`config.mk`:
```
export PLATFORM = sky130hd
export DESIGN_NAME = acc_unit
export DESIGN_NICKNAME = d
export VERILOG_FILES = /design/src/rtl/acc_pkg.sv /design/src/rtl/acc_sat_add.sv /design/src/rtl/acc_unit.sv
export SDC_FILE = /design/constraint.sdc
export NUM_CORES = 1
export LEC_CHECK = 0
export BUFFER_PORTS_ARGS = -buffer_cell sky130_fd_sc_hd__buf_2
export CORE_ASPECT_RATIO = 1.2
export CORE_MARGIN = 2
export CORE_UTILIZATION = 62
export CTS_CLUSTER_DIAMETER = 80
export DETAILED_ROUTE_END_ITERATION = 8
export PLACE_DENSITY = 0.88
export SKIP_LAST_GASP = 1
export SYNTH_ARGS = -nofsm -noshare
export SYNTH_HDL_FRONTEND = slang
export SYNTH_SLANG_ARGS = --single-unit
```
`constraint.sdc`:
```
create_clock -name clk -period 8.61 [get_ports clk]
set_clock_uncertainty 0.05 [all_clocks]
set_input_delay 0.4305 -clock clk [delete_from_list [all_inputs] [get_ports clk]]
set_output_delay 0.4305 -clock clk [all_outputs]
set_load 0.05 [all_outputs]
```
`src/rtl/acc_pkg.sv`:
```
// Shared op codes and default widths for the accumulator unit.
package acc_pkg;

  localparam int unsigned ACC_WIDTH_DEF = 32;
  localparam int unsigned CNT_WIDTH_DEF = 8;

  typedef enum logic [1:0] {
    OP_LOAD = 2'b00,
    OP_ADD  = 2'b01,
    OP_SUB  = 2'b10,
    OP_CLR  = 2'b11
  } acc_op_t;

endpackage

```
`src/rtl/acc_sat_add.sv`:
```
// Combinational WIDTH+1 signed add/sub with overflow detect and optional clamp.
module acc_sat_add #(
  parameter int unsigned WIDTH    = 32,
  parameter bit          SATURATE = 1'b1
) (
  input  logic [WIDTH-1:0] acc,
  input  logic [WIDTH-1:0] operand,
  input  logic             sub,
  output logic [WIDTH-1:0] result_c,
  output logic             pos_ovf_c,
  output logic             neg_ovf_c
);

  localparam int unsigned SUM_W = WIDTH + 1;

  logic [SUM_W-1:0] acc_x;
  logic [SUM_W-1:0] opd_x;
  logic [SUM_W-1:0] sum;

  // One guard bit makes every overflow, including negating the most-negative operand, visible.
  always_comb begin
    acc_x     = {acc[WIDTH-1], acc};
    opd_x     = {operand[WIDTH-1], operand};
    sum       = sub ? SUM_W'(acc_x - opd_x) : SUM_W'(acc_x + opd_x);
    pos_ovf_c = ~sum[WIDTH] & sum[WIDTH-1];
    neg_ovf_c = sum[WIDTH] & ~sum[WIDTH-1];
    result_c  = sum[WIDTH-1:0];
    if (SATURATE && pos_ovf_c) result_c = {1'b0, {(WIDTH-1){1'b1}}};
    if (SATURATE && neg_ovf_c) result_c = {1'b1, {(WIDTH-1){1'b0}}};
  end

endmodule

```
`src/rtl/acc_unit.sv`:
```
// Signed accumulator with load/add/sub/clear, sticky overflow and batch counter.
module acc_unit
  import acc_pkg::*;
#(
  parameter int unsigned WIDTH     = ACC_WIDTH_DEF,
  parameter bit          SATURATE  = 1'b1,
  parameter int unsigned CNT_WIDTH = CNT_WIDTH_DEF
) (
  input  logic                 clk,
  input  logic                 reset,
  input  logic                 w_en,
  input  acc_op_t              op,
  input  logic [WIDTH-1:0]     data_in,
  input  logic [CNT_WIDTH-1:0] batch_len,
  input  logic                 clr_flags,
  output logic [WIDTH-1:0]     Acc_out,
  output logic                 acc_valid,
  output logic                 ovf_flag,
  output logic [CNT_WIDTH-1:0] op_count,
  output logic                 batch_done
);

  logic [WIDTH-1:0]     arith_res;
  logic                 pos_ovf;
  logic                 neg_ovf;
  logic [WIDTH-1:0]     acc_d;
  logic                 ovf_d;
  logic [CNT_WIDTH-1:0] cnt_d;
  logic [CNT_WIDTH-1:0] cnt_inc;
  logic                 batch_hit;
  logic                 done_d;

  acc_sat_add #(
    .WIDTH    (WIDTH),
    .SATURATE (SATURATE)
  ) u_sat_add (
    .acc       (Acc_out),
    .operand   (data_in),
    .sub       (op == OP_SUB),
    .result_c  (arith_res),
    .pos_ovf_c (pos_ovf),
    .neg_ovf_c (neg_ovf)
  );

  // Next-state: a flag set from an overflowing op wins over clr_flags in the same cycle.
  always_comb begin
    acc_d     = Acc_out;
    cnt_d     = op_count;
    ovf_d     = ovf_flag & ~clr_flags;
    done_d    = 1'b0;
    cnt_inc   = CNT_WIDTH'(op_count + CNT_WIDTH'(1));
    batch_hit = (batch_len != '0) && (cnt_inc == batch_len);
    if (w_en) begin
      case (op)
        OP_LOAD: begin
          acc_d = data_in;
          cnt_d = '0;
        end
        OP_ADD, OP_SUB: begin
          acc_d  = arith_res;
          cnt_d  = batch_hit ? '0 : cnt_inc;
          done_d = batch_hit;
          if (pos_ovf || neg_ovf) ovf_d = 1'b1;
        end
        OP_CLR: begin
          acc_d = '0;
          cnt_d = '0;
          ovf_d = 1'b0;
        end
        default: begin
          acc_d = Acc_out;
        end
      endcase
    end
  end

  always_ff @(posedge clk or posedge reset) begin
    if (reset) begin
      Acc_out    <= '0;
      acc_valid  <= 1'b0;
      ovf_flag   <= 1'b0;
      op_count   <= '0;
      batch_done <= 1'b0;
    end else begin
      Acc_out    <= acc_d;
      acc_valid  <= w_en;
      ovf_flag   <= ovf_d;
      op_count   <= cnt_d;
      batch_done <= done_d;
    end
  end

endmodule

```
# After elaboration in Yosys (flattened, before gate mapping)
# Cells that the tools add are included.
[totals]
output_inout_bits = 43
elab_cells = 35
regBits = 43
input_bits = 46
[classes]
mux = 11
n_bitwise = 6
n_addsub = 3
n_eq_ne = 4
reduce_logical = 6
[ops]
columns = ["cell", "n"]
rows = [
  ["$pmux W32 S3", 1],
  ["$mux W32", 2],
  ["$add A32 B32 Y33", 1],
  ["$mux W33", 1],
  ["$sub A32 B32 Y33", 1],
  ["$pmux W8 S2", 1],
  ["$add A8 B1 Y8 const B", 1],
  ["$eq A8 B8 Y1", 1],
  ["$mux W8", 1],
  ["$reduce_bool A8 Y1", 1],
  ["$eq A2 B2 Y1 const B", 2],
  ["$mux W1", 4],
  ["$reduce_or A2 Y1", 2],
  ["$and A1 B1 Y1", 3],
  ["$not A1 Y1", 3],
  ["$eq A2 B1 Y1 const B", 1],
  ["$logic_not A2 Y1", 1],
  ["$pmux W1 S2", 1],
  ["$logic_and A1 B1 Y1", 1],
  ["$logic_or A1 B1 Y1", 1],
]

# Longest topological paths before layout
[logic_depth]
word_depth = 8
depth_mapped = 23
ltp_nobuf = 22

# By module
# From an unflattened synthesis, not the netlist that was laid out.
[hier_totals]
cells_unflattened = 695
hier_area_um2 = 5016.1
[by_module_without_submodules]
columns = ["mod", "n_inst", "area_each_um2", "cells_per_inst", "seq_area_each_um2"]
rows = [
  ["acc_sat_add", 1, 2731.4, 413, 0.0],
  ["acc_unit", 1, 2284.7, 282, 1076.0],
]

# Worst setup path after synthesis
# OpenSTA, ideal clock, no wires.
[synth_path]
path_kind = "input to register"
start = "in data_in[6]"
end = "reg Acc_out[5]"
path_stages = 22
arrival_ns = 5.002
setup_ns = 0.082
required_ns = 8.478
n_path_buf = 3
slack_ns = 3.476
cell_sequence = "or4_4 > nor4b_4 > and3b_2 > nor2_1 > xnor2_1 > ha_1 > clkbuf_1 > nand4_1 > or3_1 > a211oi_1 > or3_1 > nor2_1 > o31ai_1 > a21oi_1 > o21ai_1 > xnor2_1 > ha_1 > nor3b_1 > clkbuf_1 > clkbuf_1 > o21ai_0 > a31oi_1"
[synth_via]
elab_chain_cells = 7
elab_cells_between_ends = 10
classes_between = "2 x add/sub; 4 x mux; 4 x bitwise"
[synth_rtl]
columns = ["item", "line_no", "rtl"]
rows = [
  ["start: declaration", "acc_unit.sv:13", "input logic [WIDTH-1:0] data_in,"],
  ["$add A32 B32 Y33 or $sub A32 B32 Y33 (tied branches)", "acc_sat_add.sv:24", "sum = sub ? SUM_W'(acc_x - opd_x) : SUM_W'(acc_x + opd_x);"],
  ["$mux W33 (*)", "acc_sat_add.sv:24", ""],
  ["$not A1 Y1", "acc_sat_add.sv:25", "pos_ovf_c = ~sum[WIDTH] & sum[WIDTH-1];"],
  ["$and A1 B1 Y1", "acc_sat_add.sv:25", ""],
  ["$mux W32", "acc_sat_add.sv:28", "if (SATURATE && pos_ovf_c) result_c = {1'b0, {(WIDTH-1){1'b1}}};"],
  ["$mux W32 (*)", "acc_sat_add.sv:29", "if (SATURATE && neg_ovf_c) result_c = {1'b1, {(WIDTH-1){1'b0}}};"],
  ["$pmux W32 S3 (*)", "acc_unit.sv:54", "case (op)"],
  ["end signal: assignment", "acc_unit.sv:79", "Acc_out <= '0;"],
  ["end signal: assignment", "acc_unit.sv:85", "Acc_out <= acc_d;"],
  ["end: declaration", "acc_unit.sv:16", "output logic [WIDTH-1:0] Acc_out,"],
]
# Mark *: on every way between the ends. The rest lies on a longest branch, timed or not.
# A chain may end at the register's enable or synchronous reset.

# Final worst setup path
[layout_path]
start = "in data_in[6]"
end = "reg Acc_out[17]"
# The elaborated chain is that of the path after synthesis.

==> flow_summary.json <==
{
  "die_x_um": 83.3,
  "area_growth_pct": 12.4,
  "synthFlopType": "dfrtp_1",
  "drt-initial-drc-count": 312,
  "postCtsSetupRepairBufs": 0,
  "netlist_top_cells_area": "dfrtp_1 (23%), xnor2_1 (10%), ha_1 (10%)",
  "dpl.hpwl_um": 9760,
  "maxCapViolations": 0,
  "clkTransAtPathRegs_ps": 100,
  "leakagePower_uw": 0.00238,
  "layoutNonFillerInstCount": 774,
  "seq_area_frac_synth_pct": 23.0,
  "min_period_ps": 5910,
  "die_area_mm2": 0.00825,
  "synth_cells": 612,
  "grt_start_max_net_pins": 69,
  "yosysWarnings": 0,
  "finalCritPeriodShare_pct": 68.6,
  "ys_ff_latch": 43,
  "wl_met3_um": 804,
  "port_buffers": 88,
  "synth-async-reset-ratio_pct": 100,
  "tightest_slew_ps": 1220,
  "wl_um": 13200,
  "num-fill-cells": 584,
  "tritoncts": "built",
  "syn_nets": 697,
  "post_cts_resized": 0,
  "synth_top_family_by_area": "compound AO/OA/AOI/OAI gates",
  "fp-row-count": 34,
  "arrival_ps": 6090,
  "chipHeight_um": 99.1,
  "irDropWorstVdd_mv": 0.203,
  "synth_fa_ha_area_share_pct": 10.6,
  "grt_overflow": 0,
  "synth_compound_area_share_pct": 25.5,
  "startpoint_type": "input port",
  "m1WireLength_um": 5220,
  "syn_avg_cell_area_um2": 7.64,
  "drive_gt1_share_pct": 17.5,
  "syn_area_mm2": 0.00467,
  "p_per_area_mw_per_mm2": 349,
  "finalSetupViolCount": 0,
  "muxShareOfSynthArea_pct": 1.12,
  "routed.top_layer": "met4",
  "mostFrequentLayoutCell": "buf_2",
  "slew_headroom_pct": 18.4,
  "cts_root_buf": "clkbuf_8",
  "synthXorXnorAreaFrac_pct": 13.1,
  "via_per_inst": 6.33,
  "synth_simple_gate_area_share_pct": 22.0,
  "rsz0062_at_grt": "false",
  "first_pass_iters": 5,
  "critPathKind": "in -> reg",
  "drcViolationCount": 0,
  "met2_length_um": 6770,
  "clk_latency_ps": 310,
  "crit_fanout": 33,
  "numCtsBuffers": 5,
  "route.antenna.remaining_nets": 0,
  "synth.distinct_cells": 61,
  "max_freq_ghz": 0.169,
  "cp-end-kind": "flip-flop",
  "first_global_vias": 4822,
  "tns_ps": 0,
  "status": "completed",
  "route.vias.total": 4901,
  "layout_common_cells": "buf_2 (88), nor2_1 (70), nand2_1 (63)",
  "wl_per_cell_um": 17.1,
  "core_mm2": 0.00727,
  "io_pins": 89,
  "grt_first_pass_wirelength_um": 21900,
  "required_ps": 8800,
  "post-place-cells": 766,
  "fin_nets": 768,
  "yosys.area.top_type": "dfrtp_1",
  "clk_path_buf_depth": 2,
  "grt.total_usage_pct": 32.0,
  "yosysTopAreaCellShare_pct": 23.0,
  "clock-sinks": 43,
  "htreeDepth": 2,
  "antenna_found_initial": 0,
  "ctsHoldBuffers": 0,
  "place.gp.congestion": 0.934,
  "num_antenna_cells": 0,
  "start_util_pct": 64.2,
  "slew_violations": 0,
  "hold_viol": 0,
  "synth-edff-count": 0,
  "min_path_type": "in -> async"
}
metal layers:
layer,vias up,track usage (%)
li1,2350,-
met1,2281,37.8
met2,229,56.9
met3,41,4.40
met4,0,15.6
met5,-,0
report_power, final:
part / internal [uW] / switching [uW] / total (uW)
sequential: 270 / 67.6 / 337
combinational: 452 / 870 / 1320
clock: 94.1 / 80.3 / 174
cells in the mapped netlist (4+ instances only):
cell	instances
inv_1	22
a211oi_1	5
a21o_1	14
and3_1	11
xor2_1	14
nand3_1	7
nor3_1	17
or3_1	4
xnor2_1	56
ha_1	38
a21oi_1	55
nand4_1	5
dfrtp_1	43
clkbuf_1	25
nor2_1	70
nand2b_1	4
a31oi_1	31
nand2_1	63
o31ai_1	8
nor4_1	5
nor2b_1	5
o21ai_0	45
o21a_1	7
cell type report:
cell class                 instances  area, um2  share of cell area, %
sequential                        43       1080                   20.5
clock buffer                       6       82.6                   1.57
multi-input combinational        518       3390                   64.5
tap                               90        113                   2.14
timing repair buffer              93        478                   9.10
inverter                          22       82.6                   1.57
clock inverter                     2       35.0                  0.667
worst max-delay path: stages:
cell and delay, ps:
buf_2 130, or4_4 570, nor4b_4 440, and3b_2 300, nor2_1 60, xnor2_1 140, ha_1 400, nand4_1 170
or3_1 340, a211oi_1 170, or3_1 200, nor2_1 80, o31ai_1 440, a21oi_1 130, o21ai_1 270, xor2_1 180
ha_1 990, o21ai_0 390, a31oi_1 250
state kept, by name, indices dropped and copies added (netlist names):
| register | flops |
|---|---|
| Acc_out | 32 |
| acc_valid | 1 |
| op_count | 8 |
| ovf_flag | 1 |
| batch_done | 1 |
through the flow:
stage / power [uW] / hold slack [ps] / setup WS, ps / util [%] / cell area (um2)
floorplan: 1330 / 412 / 3480 / - / 4670
CTS: 1810 / 223 / 2830 / 72.2 / 5250
global route: 1960 / 243 / 2300 / 72.2 / 5250
global placement: 1590 / 462 / 2790 / 70.6 / 5140
finish: 1830 / 199 / 2700 / 72.2 / 5250
detailed placement: 1630 / 472 / 2550 / 70.6 / 5140
cell families (layout without fill, tap and decap cells):
logic type                 count (synthesis)  after routing
and+or+nand+nor                          211            211
AOI/OAI and AO/OA                        193            193
xor gates and xnor gates                  70             70
buffers and inverters                     51            123
DFF                                       43             43
adders and majority gates                 39             39
muxes                                      5              5
final timing paths:
check                             from     endpoint  slack (ps)  depth (start not counted)
max in group asynchronous        reset  Acc_out[15]        7910                          3
hold reg to reg            Acc_out[22]  Acc_out[22]         500                          2
min in group clk            data_in[7]   Acc_out[7]         340                          3
hold / removal                   reset  Acc_out[10]         200                          3
setup reg to reg           Acc_out[10]  Acc_out[26]        3960                         15
setup / recovery            data_in[6]  Acc_out[17]        2700                         19
Power figures use the tool's default switching activity.
